--- src/rtl/rns_decomp_scheduler.sv ---
// rns_decomp_scheduler
// Shares one external combinational Barrett reducer among NREQ requesters.
// A granted wide operand is swept across a software-programmed table of
// PARTS moduli; each result is streamed out as a tagged residue over a
// valid/ready interface, in index order, one operand at a time.
// Optional build macro: RNS_SCHED_ERRCHK_EN adds a sticky err output that
// flags zero moduli, either at capture or on a table write.
module rns_decomp_scheduler #(
  parameter int LWIDTH = 64,
  parameter int SWIDTH = 32,
  parameter int PARTS  = 4,
  parameter int NREQ   = 2,
  localparam int IW    = (PARTS > 1) ? $clog2(PARTS) : 1,
  localparam int SW    = (NREQ > 1) ? $clog2(NREQ) : 1
) (
  input  logic                   clk,
  input  logic                   reset,
  input  logic [NREQ-1:0]        req_valid,
  input  logic [NREQ*LWIDTH-1:0] req_data,
  output logic [NREQ-1:0]        req_ready,
  input  logic                   mod_wr_en,
  input  logic [IW-1:0]          mod_wr_idx,
  input  logic [SWIDTH-1:0]      mod_wr_data,
  output logic [LWIDTH-1:0]      br_a,
  output logic [SWIDTH-1:0]      br_q,
  input  logic [SWIDTH-1:0]      br_mod,
  output logic                   res_valid,
  input  logic                   res_ready,
  output logic [SWIDTH-1:0]      res_data,
  output logic [IW-1:0]          res_idx,
  output logic [SW-1:0]          res_src,
  output logic                   res_last,
  output logic                   busy
`ifdef RNS_SCHED_ERRCHK_EN
  ,
  output logic                   err
`endif
);

  localparam int IW1 = IW + 1;
  localparam logic [IW-1:0] K_LAST  = IW'(PARTS - 1);
  localparam logic [IW1-1:0] PARTS_V = IW1'(PARTS);
  localparam logic [SW-1:0] RR_INIT = SW'(NREQ - 1);

  typedef enum logic {IDLE, COMPUTE} state_t;

  state_t            state;
  logic [IW-1:0]     k;
  logic [SWIDTH-1:0] qtab [PARTS];
  logic [LWIDTH-1:0] op;
  logic [SW-1:0]     src;
  logic [SW-1:0]     rr_last;

  logic [SW-1:0]     grant;
  logic [SW-1:0]     grant_hi;
  logic [SW-1:0]     grant_lo;
  logic              found_hi;
  logic              grant_any;
  logic [LWIDTH-1:0] grant_data;
  logic              accept;
  logic              capture;
  logic              wr_ok;

  // Round-robin arbiter: the lowest valid index above rr_last wins,
  // otherwise wrap around to the lowest valid index overall.
  always_comb begin
    grant_hi = '0;
    grant_lo = '0;
    found_hi = 1'b0;
    for (int i = NREQ - 1; i >= 0; i--) begin
      if (req_valid[i]) begin
        grant_lo = SW'(i);
        if (i > int'(rr_last)) begin
          grant_hi = SW'(i);
          found_hi = 1'b1;
        end
      end
    end
    grant     = found_hi ? grant_hi : grant_lo;
    grant_any = |req_valid;
    grant_data = '0;
    for (int i = 0; i < NREQ; i++) begin
      if (grant == SW'(i)) grant_data = req_data[i*LWIDTH +: LWIDTH];
    end
  end

  // Accept strobe goes only to the granted requester, and only while idle.
  always_comb begin
    req_ready = '0;
    if (state == IDLE && grant_any) req_ready[grant] = 1'b1;
  end

  assign accept  = (state == IDLE) && grant_any;
  assign capture = (state == COMPUTE) && (!res_valid || res_ready);
  assign wr_ok   = mod_wr_en && (state == IDLE) && !grant_any &&
                   ({1'b0, mod_wr_idx} < PARTS_V);

  assign br_a = op;
  assign br_q = qtab[k];
  assign busy = (state == COMPUTE);

  // Sweep FSM, modulus table and registered residue output stage.
  always_ff @(posedge clk) begin
    if (reset) begin
      state     <= IDLE;
      k         <= '0;
      op        <= '0;
      src       <= '0;
      rr_last   <= RR_INIT;
      res_valid <= 1'b0;
      res_data  <= '0;
      res_idx   <= '0;
      res_src   <= '0;
      res_last  <= 1'b0;
      for (int i = 0; i < PARTS; i++) qtab[i] <= '0;
`ifdef RNS_SCHED_ERRCHK_EN
      err       <= 1'b0;
`endif
    end else begin
      case (state)
        IDLE: begin
          if (accept) begin
            op      <= grant_data;
            src     <= grant;
            rr_last <= grant;
            k       <= '0;
            state   <= COMPUTE;
          end
        end
        COMPUTE: begin
          if (capture) begin
            if (k == K_LAST) state <= IDLE;
            else k <= k + 1'b1;
          end
        end
        default: state <= IDLE;
      endcase

      if (capture) begin
        res_valid <= 1'b1;
        res_idx   <= k;
        res_src   <= src;
        res_last  <= (k == K_LAST);
`ifdef RNS_SCHED_ERRCHK_EN
        if (br_q == '0) begin
          res_data <= '0;
          err      <= 1'b1;
        end else begin
          res_data <= br_mod;
        end
`else
        res_data  <= br_mod;
`endif
      end else if (res_valid && res_ready) begin
        res_valid <= 1'b0;
      end

      if (wr_ok) begin
`ifdef RNS_SCHED_ERRCHK_EN
        if (mod_wr_data == '0) err <= 1'b1;
        else qtab[mod_wr_idx] <= mod_wr_data;
`else
        qtab[mod_wr_idx] <= mod_wr_data;
`endif
      end
    end
  end

endmodule

--- config.mk ---
export PLATFORM = sky130hd
export DESIGN_NAME = rns_decomp_scheduler
export DESIGN_NICKNAME = d
export VERILOG_FILES = /design/src/rtl/rns_decomp_scheduler.sv
export SDC_FILE = /design/constraint.sdc
export NUM_CORES = 1
export LEC_CHECK = 0
export CAP_MARGIN = 20
export CORE_MARGIN = 5
export CORE_UTILIZATION = 38
export CTS_BUF_LIST = sky130_fd_sc_hd__clkbuf_8 sky130_fd_sc_hd__clkbuf_16
export CTS_CLUSTER_SIZE = 20
export DETAILED_ROUTE_END_ITERATION = 10
export HOLD_SLACK_MARGIN = 0.1
export PLACE_DENSITY = 0.75
export REMOVE_ABC_BUFFERS = 1
export SLEW_MARGIN = 25
export SYNTH_ARGS = -nofsm -noshare
export SYNTH_HDL_FRONTEND = slang
export SYNTH_SLANG_ARGS = --single-unit
--- constraint.sdc ---
create_clock -name clk -period 2.9 [get_ports clk]
set_input_delay 0.58 -clock clk [delete_from_list [all_inputs] [get_ports clk]]
set_output_delay 0.58 -clock clk [all_outputs]
set_load 0.01 [all_outputs]
After elaboration in Yosys (flattened, before gate mapping)
Memory sizes are Yosys's and may differ from the RTL's. A register that Yosys moved wholly into a read port is not among the register bits.
Index checks and enable logic that the tools add are counted.
- RAM bits: 128
- bits in registers: 106
- memories kept: 1
- output and inout port bits: 136
- reductions and logical operators: 14
- magnitude comparators: 3
- add/sub/neg operators: 1
- bitwise gates (word level): 1
- mux-type cells: 29
- equal/unequal tests: 4
- memory list (name ; words ; bits a word ; rd ports ; clocked after Yosys merged registers in ; wr ports ; RTL line ; source):
    qtab ; 4 ; 32 ; 1 ; 1 ; 4 ; 49 ; logic [SWIDTH-1:0] qtab [PARTS];
- operators with widths (cell ; count):
    two-way mux 64 bit ; 1
    two-way mux 32 bit ; 1
    OR reduction 32 bit ; 1
    two-way mux 1 bit ; 17
    two-way mux 2 bit ; 7
    logical AND 1 bit ; 6
    inequality test 2 bit, second input constant ; 2
    one-hot mux 2 bit (2 select lines) ; 1
    AND reduction 3 bit ; 1
    adder 2 x 1 -> 2 bit, second input constant ; 1
    == test 2 bit, second input constant ; 1
    logical NOT 1 bit ; 2
    less-than comparator 1 x 2 -> 1 bit, second input constant ; 1
    inequality test 2 x 1 -> 1 bit, second input constant ; 1
    one-hot mux 1 bit (2 select lines) ; 1
    AND reduction 2 bit ; 1
    nonzero test 2 bit ; 1
    OR reduction 2 bit ; 1
    demux 1 bit (select 1 bit) ; 1
    >= comparator 1 bit, second input constant ; 1
    > comparator 1 bit, first input constant ; 1
    logical OR 1 bit ; 1
    NOT 1 bit ; 1

Longest topological paths before layout
- word-level depth: 9
- gate-level depth with buffers: 5

Least setup slack after synthesis
No wires, ideal clock.
- kind: input -> register
- from: input port req_valid[1]
- to: memory qtab[3][0], enable pin
- path buffers: 0
- data required time: 2.472 ns
- stages on the path: 2
- path slack: -0.257 ns
- arrival: 2.729 ns
- cell sequence: or4b_4 > o21bai_1
- RTL lines (what ; RTL line ; source):
    start, declared ; 18 ; input logic [NREQ-1:0] req_valid,
    end, declared ; 49 ;

==> results.md <==
* Status: finished clean
* Largest net degree at the start of global routing at 65
* Htree depth at 1
* Compound-Gate Fraction of Synth Area at around 11%
* Per-cell routed wire length at approximately 21 um
* Hold Slack at roughly 0.47 ns
* Tightest Pin Transition at about 0.65 ns
* CTS tree: yes
* Row cnt at 58
* Gate power share at 14.7%
* RR Startpoint: busy$_SDFF_PP0_
* Fin nets at 1262
* Switching power at about 1.8 mW
* Post-Synth Adder-Cell Area at less than 1%
* Pre-CTS WS at roughly 0.24 ns
* Worst min path class: reg2reg
* Max Buffers Root-to-Sink at 3
* Gates resized, CTS repair at 0
* Final setup viols at 0
* Router iterations before antenna repair at 7
* Post-Synth XOR/XNOR Area at 0%
* Fin crit share at 96.1%
* Internal Power at ~6 mW
* R2R Path End: qtab[2][25]$_SDFFCE_PN0P_
* GRT Overall Usage at a little under 20%
* Drt via density at approximately 5.3
* Clock Skew at 0.0132 ns
* Pwr/cell area at roughly 550 mW/mm2
* Share of cells above drive strength 1 at approximately a tenth
* R2R cell count at 4
* Max-slew violations at 0
* R2r setup slk at roughly 0.88 ns
* Final Hold Fails at 0
* Slew margin rel. at around 56%
* Initial Util at roughly two fifths
* Post-Syn Area at 0.00976 mm2
* Crit start category: flip-flop
* Vias in the first global route at approximately 7800
* Hold-fix buffers at CTS at 0
* Clock Power Share at 37.6%
* Hold path endpoint: res_data[15]$_SDFFE_PP0P_
* Via count at ~7500
* Post-Route WL at 30.1 mm
* #FFs+latches synth at about 240
* Synth-to-layout area growth at 47.8%
* VDD IR max at between 0.3 and 0.4 mV
* Tmin final at 2.79 ns
* Post-CTS Setup Bufs at 0
* Hold Startpoint: res_data[15]$_SDFFE_PP0P_
* Mapped Cells at 737
* Post-layout util at a little under three fifths
* Die Ht at 170 um
* Initial antenna violation count at 8
* Placed Instance Area at 0.0136 mm2
* Syn avg cell area at 13.2 um2
* CP Class: reg2out
* CP max FO at 16
* HPWL Detailed at 21.1 mm
* TritonCTS buffer count at 25
* Root buf cell: clkbuf_16
* Main combinational cell family by area after synthesis: simple AND/OR/NAND/NOR gates
* Die Area at around 0.029 mm2
* Cell area after layout at around 0.014 mm2
* Switching Fraction at 22.8%
* Pwr Total at ~7.9 mW
* Post-Synth Simple-Gate Area at 16.9%
* Fmax at approximately 360 MHz
* Critical path arrival at around 2.2 ns
* DRC violations left at 0
* IO Pins at around 340
* Initial DRC count at between 400 and 500
* Ys Warns at 0
* Routability cong. at ~0.82
* ANT nets after route at 0
* Worst Hold Depth at 2
* Netlist cell types at 32
* Clk Latency, worst-skew pair at approximately 0.51 ns
* Sequential Power Share at a little under half
* Portion of netlist area occupied by mux cells at under 10%
* TritonCTS Sinks at 236
* WP data required at 2.32 ns
* Core ar. at 0.0253 mm2
* Crit. End Element: output pin
* First-pass GRT wire length at between 40 and 50 mm
* Die Wd at between 150 and 200 um
* I/O Buffers at about 340
* P_leak at 5.13 nW
* Gr ovfl total at 0
* Setup ws final at 0.113 ns
* RSZ-0062 raised after global routing: false
* Post-synthesis sequential area ratio at between 60% and 70%
* Maxcap violations at 0
* Worst-path clk slew at around 0.060 ns
## cells in the final DEF (no fill, tap or decap), types with 2 or more instances in the layout
master           count
a21oi_1             39
a221o_1             64
and2_1             128
buf_12              10
buf_4               20
bufinv_16            2
clkbuf_16           26
clkdlybuf4s50_1    334
clkinv_1             8
dfxtp_1            106
dfxtp_2              2
diode_2              7
edfxtp_1           128
inv_1                9
mux2_2               2
mux4_2              32
nand2_1              2
nand2b_1             3
nand3_1             36
nor2_1               2
nor3_1               2
nor3b_1             66
nor4b_4              2
o21ai_0             36
or2_2                3
## power groups by stage
| stage | Clock (mW) | Sequential (mW) | Combinational [mW] |
|---|---|---|---|
| detailed placement | 0 | 3.85 | 1.17 |
| global route | 3.17 | 3.80 | 1.24 |
| finish | 2.98 | 3.78 | 1.16 |
| CTS | 3.05 | 3.78 | 1.17 |
| global placement | 0 | 3.84 | 1.16 |
| floorplan | 0 | 3.90 | 0.319 |
## layer usage
metal	up-vias	GRT usage (%)	wire length (um)
li1	3454	-	-
met1	3681	23.3	11400
met2	306	33.7	15100
met3	56	5.90	2600
met4	2	7.19	928
met5	-	0	11
## critical path: stages (launching register included)
cell,delay [ns]
dfxtp_2,0.41
buf_12,0.21
mux4_2,0.56
clkdlybuf4s50_1,0.51
## how the worst max path moves through the flow
stage               depth (start not counted)                        end  slack, ns
detailed placement                          5  qtab[2][10]$_SDFFCE_PN0P_       0.24
global placement                            5  qtab[2][10]$_SDFFCE_PN0P_       0.24
finish                                      3                   br_q[25]       0.11
global route                                3                   br_q[25]       0.03
floorplan                                   3       br_a[0]$_SDFFE_PP0P_      -2.13
CTS                                         3                   br_q[31]       0.05
## Yosys cell counts
| library cell | number | share of area [%] |
|---|---|---|
| ha_1 | 1 | 0.13 |
| dfxtp_1 | 108 | 22 |
| a221o_1 | 64 | 6.6 |
| a311oi_1 | 1 | 0.090 |
| and2_1 | 128 | 8.2 |
| a211o_1 | 1 | 0.090 |
| nor4b_4 | 2 | 0.49 |
| nor2b_1 | 2 | 0.13 |
| o21bai_1 | 1 | 0.077 |
| a21oi_1 | 39 | 2.0 |
| nand2b_1 | 3 | 0.19 |
| nor3_1 | 2 | 0.10 |
| o21ai_0 | 36 | 1.8 |
| nand2_1 | 2 | 0.077 |
| buf_2 | 4 | 0.21 |
| nor4_4 | 1 | 0.22 |
| or3_1 | 1 | 0.064 |
| a211oi_2 | 1 | 0.13 |
| or4b_4 | 1 | 0.14 |
| clkbuf_2 | 6 | 0.31 |
| mux2_2 | 2 | 0.23 |
| o21ba_2 | 1 | 0.10 |
| a32oi_1 | 1 | 0.090 |
| nor2_1 | 3 | 0.12 |
| nor3b_1 | 67 | 5.2 |
| nand3_1 | 36 | 1.8 |
| buf_1 | 4 | 0.15 |
| inv_1 | 2 | 0.077 |
| mux4_2 | 32 | 7.4 |
| clkbuf_1 | 54 | 2.1 |
| or2_2 | 3 | 0.19 |
| edfxtp_1 | 128 | 39 |
## cell families after synthesis
family,after synthesis
fa+ha+maj,1
mux,34
flops,236
compound gates,145
buf+inv,70
simple gates,251
## stage by stage
step           std cells  TNS (ns)
6_report            1415         0
5_1_grt             1415         0
4_1_cts             1407         0
3_5_place_dp        1363         0
3_3_place_gp        1363         0
2_1_floorplan        669   -160.03
## sequential cells by signal (all words and copies together), names as in the netlist, named ones only
register and count:
rr_last 1, qtab 128, busy 1, res_src 1
res_valid 1, res_idx 2, src 1, k 2
res_last 1, res_data 32, br_a 64
## cell type report
type                       count  area, um2
inverter                       2       7.51
antenna                        7       17.5
tap                          330        413
clock inverter                19        129
multi-input combinational    431       3510
timing repair buffer         365       3720
sequential                   236       6010
fill                        2061      10800
clock buffer                  25        626
No activity file was read; power rests on OpenSTA's default activity.
